--- config.mk ---
export PLATFORM = sky130hd
export DESIGN_NAME = hvac_relay_ctrl
export DESIGN_NICKNAME = d
export VERILOG_FILES = /design/src/rtl/hvac_pkg.sv /design/src/rtl/hvac_timer.sv /design/src/rtl/hvac_relay_ctrl.sv
export SDC_FILE = /design/constraint.sdc
export NUM_CORES = 1
export LEC_CHECK = 0
export ABC_AREA = 0
export ABC_CLOCK_PERIOD_IN_PS = 2600
export BUFFER_PORTS_ARGS = -buffer_cell sky130_fd_sc_hd__buf_2
export CORE_MARGIN = 2
export CORE_UTILIZATION = 50
export CTS_CLUSTER_DIAMETER = 60
export CTS_CLUSTER_SIZE = 16
export DETAILED_ROUTE_END_ITERATION = 12
export PLACE_DENSITY = 0.76
export SLEW_MARGIN = 20
export SYNTH_ARGS = -nofsm -noshare
export SYNTH_HDL_FRONTEND = slang
export SYNTH_SLANG_ARGS = --single-unit
export TNS_END_PERCENT = 30
--- constraint.sdc ---
create_clock -name i_clk -period 2.6 [get_ports i_clk]
set_clock_uncertainty 0.15 [all_clocks]
set_input_delay 0.26 -clock i_clk [delete_from_list [all_inputs] [get_ports i_clk]]
set_output_delay 0.26 -clock i_clk [all_outputs]
set_load 0.1 [all_outputs]
--- src/rtl/hvac_pkg.sv ---
// Shared definitions for the HVAC relay sequencer: state encoding, STC word
// bit positions and timer sizing helpers.
package hvac_pkg;

   typedef enum logic [2:0] {
      S_IDLE    = 3'd0,
      S_HEAT    = 3'd1,
      S_COOL    = 3'd2,
      S_OVERRUN = 3'd3,
      S_LOCKOUT = 3'd4
   } state_t;

   localparam int STC_HEAT_EN    = 18;
   localparam int STC_COOL_EN    = 17;
   localparam int STC_FAN_REQ    = 16;
   localparam int STC_COOL_SP_HI = 15;
   localparam int STC_COOL_SP_LO = 8;
   localparam int STC_HEAT_SP_HI = 7;
   localparam int STC_HEAT_SP_LO = 0;

   // A timer holding up to max_count-1 needs $clog2(max_count) bits, never fewer than 1.
   function automatic int timer_width(input int max_count);
      return (max_count < 2) ? 1 : $clog2(max_count);
   endfunction

   // Done is the zero count, so an N-cycle interval loads N-1 (and 0 stays 0).
   function automatic int load_value(input int cycles);
      return (cycles > 0) ? cycles - 1 : 0;
   endfunction

endpackage

--- src/rtl/hvac_timer.sv ---
// Load-value down-counter that saturates at zero; done while the count is zero.
module hvac_timer #(
   parameter int             W           = 8,
   parameter logic [W-1:0]   RESET_VALUE = '0
) (
   input  logic         i_clk,
   input  logic         i_reset,
   input  logic         i_load,
   input  logic [W-1:0] i_value,
   output logic         o_done
);

   logic [W-1:0] count;

   always_ff @(posedge i_clk) begin
      if (i_reset) begin
         count <= RESET_VALUE;
      end else if (i_load) begin
         count <= i_value;
      end else if (count != '0) begin
         count <= count - W'(1);
      end
   end

   assign o_done = (count == '0);

endmodule

--- src/rtl/hvac_relay_ctrl.sv ---
// Heat/cool/fan relay sequencer with hysteresis, compressor min-on/min-off
// protection and a fan overrun after each run.
module hvac_relay_ctrl
   import hvac_pkg::*;
#(
   parameter int g_clk_freq      = 50,
   parameter int g_min_on_s      = 2,
   parameter int g_min_off_s     = 3,
   parameter int g_fan_overrun_s = 1,
   parameter int g_hyst          = 1
) (
   input  logic        i_clk,
   input  logic        i_reset,
   input  logic [31:0] i_stc,
   input  logic [8:0]  i_temp,
   output logic        o_heat,
   output logic        o_cool,
   output logic        o_fan,
   output logic [2:0]  o_state
);

   localparam int ON_CYC  = g_min_on_s * g_clk_freq;
   localparam int OVR_CYC = g_fan_overrun_s * g_clk_freq;
   localparam int OFF_CYC = g_min_off_s * g_clk_freq;
   localparam int MAX_A   = (ON_CYC > OVR_CYC) ? ON_CYC : OVR_CYC;
   localparam int MAX_CYC = (MAX_A > OFF_CYC) ? MAX_A : OFF_CYC;
   localparam int TW      = timer_width(MAX_CYC);

   localparam logic [TW-1:0] ON_LOAD  = TW'(load_value(ON_CYC));
   localparam logic [TW-1:0] OVR_LOAD = TW'(load_value(OVR_CYC));
   localparam logic [TW-1:0] OFF_LOAD = TW'(load_value(OFF_CYC));
   localparam logic [8:0]    HYST9    = 9'(g_hyst);

   state_t     state, state_nx;
   logic       heat_en, cool_en, fan_req;
   logic [8:0] t9, heat_sp9, cool_sp9;
   logic       heat_start, heat_stop, cool_start, cool_stop;
   logic       on_load, ovr_load, off_load;
   logic       on_done, ovr_done, off_done;
   logic       unused_bits;

   assign heat_en  = i_stc[STC_HEAT_EN];
   assign cool_en  = i_stc[STC_COOL_EN];
   assign fan_req  = i_stc[STC_FAN_REQ];
   assign heat_sp9 = {1'b0, i_stc[STC_HEAT_SP_HI:STC_HEAT_SP_LO]};
   assign cool_sp9 = {1'b0, i_stc[STC_COOL_SP_HI:STC_COOL_SP_LO]};
   // Temperature carries one more fractional bit than the setpoints; drop it.
   assign t9       = {1'b0, i_temp[8:1]};
   assign unused_bits = ^{i_stc[31:19], i_temp[0]};

   assign heat_start = heat_en && (t9 < heat_sp9);
   assign heat_stop  = !heat_en || (t9 >= heat_sp9 + HYST9);
   assign cool_start = cool_en && (t9 > cool_sp9);
   assign cool_stop  = !cool_en || (t9 + HYST9 <= cool_sp9);

   always_comb begin
      state_nx = state;
      on_load  = 1'b0;
      ovr_load = 1'b0;
      off_load = 1'b0;
      case (state)
         S_IDLE: begin
            if (heat_start) begin
               state_nx = S_HEAT;
               on_load  = 1'b1;
            end else if (cool_start) begin
               state_nx = S_COOL;
               on_load  = 1'b1;
            end
         end
         S_HEAT, S_COOL: begin
            if (on_done && ((state == S_HEAT) ? heat_stop : cool_stop)) begin
               state_nx = S_OVERRUN;
               ovr_load = 1'b1;
               off_load = 1'b1;
            end
         end
         S_OVERRUN: begin
            if (ovr_done) begin
               state_nx = off_done ? S_IDLE : S_LOCKOUT;
            end
         end
         S_LOCKOUT: begin
            if (off_done) begin
               state_nx = S_IDLE;
            end
         end
         default: state_nx = S_LOCKOUT;
      endcase
   end

   always_ff @(posedge i_clk) begin
      if (i_reset) begin
         state  <= S_LOCKOUT;
         o_heat <= 1'b0;
         o_cool <= 1'b0;
         o_fan  <= 1'b0;
      end else begin
         state  <= state_nx;
         o_heat <= (state_nx == S_HEAT);
         o_cool <= (state_nx == S_COOL);
         o_fan  <= (state_nx inside {S_HEAT, S_COOL, S_OVERRUN}) || fan_req;
      end
   end

   assign o_state = state;

   hvac_timer #(.W(TW), .RESET_VALUE('0)) u_on_timer (
      .i_clk   (i_clk),
      .i_reset (i_reset),
      .i_load  (on_load),
      .i_value (ON_LOAD),
      .o_done  (on_done)
   );

   hvac_timer #(.W(TW), .RESET_VALUE('0)) u_ovr_timer (
      .i_clk   (i_clk),
      .i_reset (i_reset),
      .i_load  (ovr_load),
      .i_value (OVR_LOAD),
      .o_done  (ovr_done)
   );

   // Reset preloads the off-timer so power-up also honours min-off.
   hvac_timer #(.W(TW), .RESET_VALUE(OFF_LOAD)) u_off_timer (
      .i_clk   (i_clk),
      .i_reset (i_reset),
      .i_load  (off_load),
      .i_value (OFF_LOAD),
      .o_done  (off_done)
   );

endmodule

==> out/metrics.csv <==
stage,metric,value,unit
final_layout,post-layout util,63.5,%
routing,total number of vias,2170,
place,Final Wtd Congestion,0.857,
final_layout,Fillers,385,
worst_setup_path,FF-to-FF setup slack,310,ps
clocking,Clock Pin Slew Worst Setup and Hold Paths,60,ps
worst_setup_path,Worst R2R Start,u_on_timer.count[0],
min_path,Hold/Removal Path Class,primary input to register,
clocking,# clock sinks,30,
synthesis,"area leader, netlist",dfxtp_1,
final_layout,nets,427,
floorplanning,die width,73.7,um
timing,Final Max Tran Viols,0,
grt,total track usage,19.7,%
final_layout,most frequent cells in the layout,"ha_1, buf_2, dfxtp_1",
routing,vias per cell,5.44,
worst_setup_path,r2r worst-path depth,8,
min_path,Worst Hold Depth,3,
floorplanning,core area,4690,um2
synthesis,Synth top area share,24.7,%
grt,grt total ovfl,0,
routing,initial drt markers,102,
floorplanning,Initial Util,51.8,%
synthesis,Synth Register Bits,30,
floorplanning,Die Ht,73.7,um
run_status,outcome,"complete, no violations",
timing,min Tclk post-route,2480,ps
clocking,Clock Path Buffers,2,
final_layout,footprint of the multi-input gates,1750,um2
place,worst slack at placement,-329,ps
clocking,worst skew pair latency,280,ps
worst_setup_path,Critical Path Start,i_temp[1],
clocking,CTS tree,yes,
final_layout,share of cells above drive strength 1,24.1,%
synthesis,Synthesis Warnings,0,
final_layout,Ant. Diodes,0,
routing,WL final,5.04,mm
flow_run,Max-cap violations,0,
synthesis,"Seq/Total Area, Yosys",24.7,%
routing,Final ANT Viol Nets,0,
timing,Tcrit/Tclk final,95.4,%
synthesis,Syn Std Cell Area,2430,um2
synthesis,cells after synthesis,286,
worst_setup_path,crit path capture,u_off_timer.count[3],
clocking,CTS root buffer,clkbuf_8,
grt,largest net degree at the start of global routing,14,
timing,final setup violating endpoints,0,
pwr,worst vdd ir,407,uV
timing,Fmax,403,MHz
routing,drt pass-1 iters,4,
synthesis,Synth area leaders,"dfxtp_1, ha_1, xnor2_1",
pwr,PwrDens,651,nW/um2
clocking,# H-tree levels,2,
worst_setup_path,Worst EP arrival,2530,ps
worst_setup_path,critical path class,primary input to register,
timing,worst-margin pin slew,485,ps
worst_setup_path,CP max FO,12,
timing,setup ws final,120,ps
final_layout,"commonest non-fill, non-tap cell in the layout",ha_1,
routing,DRC Markers,0,
floorplanning,row cnt,25,
clocking,TritonCTS buffer count,5,
routing,routed length per instance,12.6,um
worst_setup_path,CP Data Required Time,2650,ps
final_layout,FF/Latch Area,601,um2
pwr,Design Power,1.94,mW
grt,number of global-route vias before repair,2012,
synthesis,average cell area after synthesis,8.50,um2
synthesis,ys async rst share,0,%
worst_setup_path,Crit. End Element,register,
synthesis,"Distinct cells, synth",50,
clocking,cts hold-fix bufs,0,
place,HPWL Detailed,4.11,mm
synthesis,number of synthesized flops with an enable pin,0,
worst_setup_path,RR Endpoint,u_ovr_timer.count[4],
synthesis,"Primary FF master, synth",dfxtp_1,
timing,Final Hold Viols,0,
place,port buffer count,34,
grt,initial antenna violation count,0,
worst_setup_path,Critical Path Start Type,primary input,
floorplanning,die area,5430,um2
synthesis,Syn Nets,369,
grt,global-route wire length before repair,8.45,mm
final_layout,synthesis-to-finish area growth,22.7,%
timing,Slew HR,67.9,%
pwr,Leak Pwr,1.38,nW
floorplanning,Boundary Pins,49,
==> critical path: stages <==
cell and delay, ps:
buf_4 110, and3_4 190, nand3_4 70, or2_4 240
xnor2_2 130, ha_1 310, nand3_2 70, nor2_1 100
o31ai_1 80, a311o_1 380, a41o_1 230, buf_12 150
nor3_2 180
==> power breakdown <==
part | switching [mW] | leakage (nW) | internal, mW | total, mW
logic | 0.436 | 1.09 | 0.442 | 0.878
clock network | 0.171 | 0.0482 | 0.213 | 0.384
registers | 0.104 | 0.246 | 0.576 | 0.680
total | 0.711 | 1.38 | 1.23 | 1.94
==> metal layers <==
layer	wire, um	GRT usage, %	vias to the layer above	share of wire, %
li1	-	-	1135	-
met4	87	6.06	0	1.7
met3	154	4.25	10	3.1
met1	2320	24.2	986	46
met2	2480	33.9	39	49
met5	0	0	-	0
==> repair_timing <==
item,CTS,global route
gates resized for setup,1,13
pin swaps,0,8
setup endpoints to repair,1,20
buffers inserted,0,1
==> synth_stat cells, drive strengths merged (3+ instances only) <==
library cell	instances
nor4b	4
nand3	12
nand4	5
inv	29
xnor2	25
ha	40
a31oi	3
o211ai	3
nand2	15
or4	5
clkbuf	4
a211oi	3
nor3	21
nor2	18
a211o	3
o21bai	3
dfxtp	30
nand2b	5
a21oi	16
xor2	5
o21ai	5
==> sequential cells by signal, summed over array words and instances (netlist names) <==
name / cells
o_fan: 1
u_on_timer.count: 8
o_cool: 1
o_state: 3
u_ovr_timer.count: 8
o_heat: 1
u_off_timer.count: 8
==> per-stage QoR <==
stage               instance area, um2  TNS, ps  hold WS (ps)  instances
finish                            2980        0          90.3        399
floorplan                         2430        0           261        286
global placement                  2820    -4080           375        390
global route                      2980    -39.1          89.8        399
CTS                               2910        0          89.1        398
detailed placement                2820    -4800           383        390
==> final cells by class <==
cell class	instances	share of cell area, %
Clock inverter	1	0.168
Multi-Input combinational cell	221	58.8
Sequential cell	30	20.2
Inverter	29	3.65
Timing Repair Buffer	57	12.1
Tap cell	54	2.27
Clock buffer	7	2.90
==> cell families (layout without fill, tap and decap cells) <==
| logic type | count (synthesis) | after routing | share of synthesized area [%] |
|---|---|---|---|
| AND/OR/NAND/NOR | 100 | 100 | 23.6 |
| AO/OA/AOI/OAI | 50 | 50 | 14.1 |
| adder cells (fa/ha/maj) | 40 | 40 | 20.6 |
| buffers and inverters | 35 | 94 | 5.72 |
| XOR/XNOR | 30 | 30 | 10.8 |
| flip-flops | 30 | 30 | 24.7 |
| multiplexers | 1 | 1 | 0.463 |
==> worst min-delay path by stage <==
stage	start	endpoint
after floorplan	i_reset	o_state[2]
after global placement	i_stc[16]	o_fan
after detailed placement	u_ovr_timer.count[7]	u_ovr_timer.count[7]
after CTS	i_stc[16]	o_fan
after global routing	i_stc[16]	o_fan
final	i_stc[16]	o_fan
No activity file was read; power rests on OpenSTA's default activity.
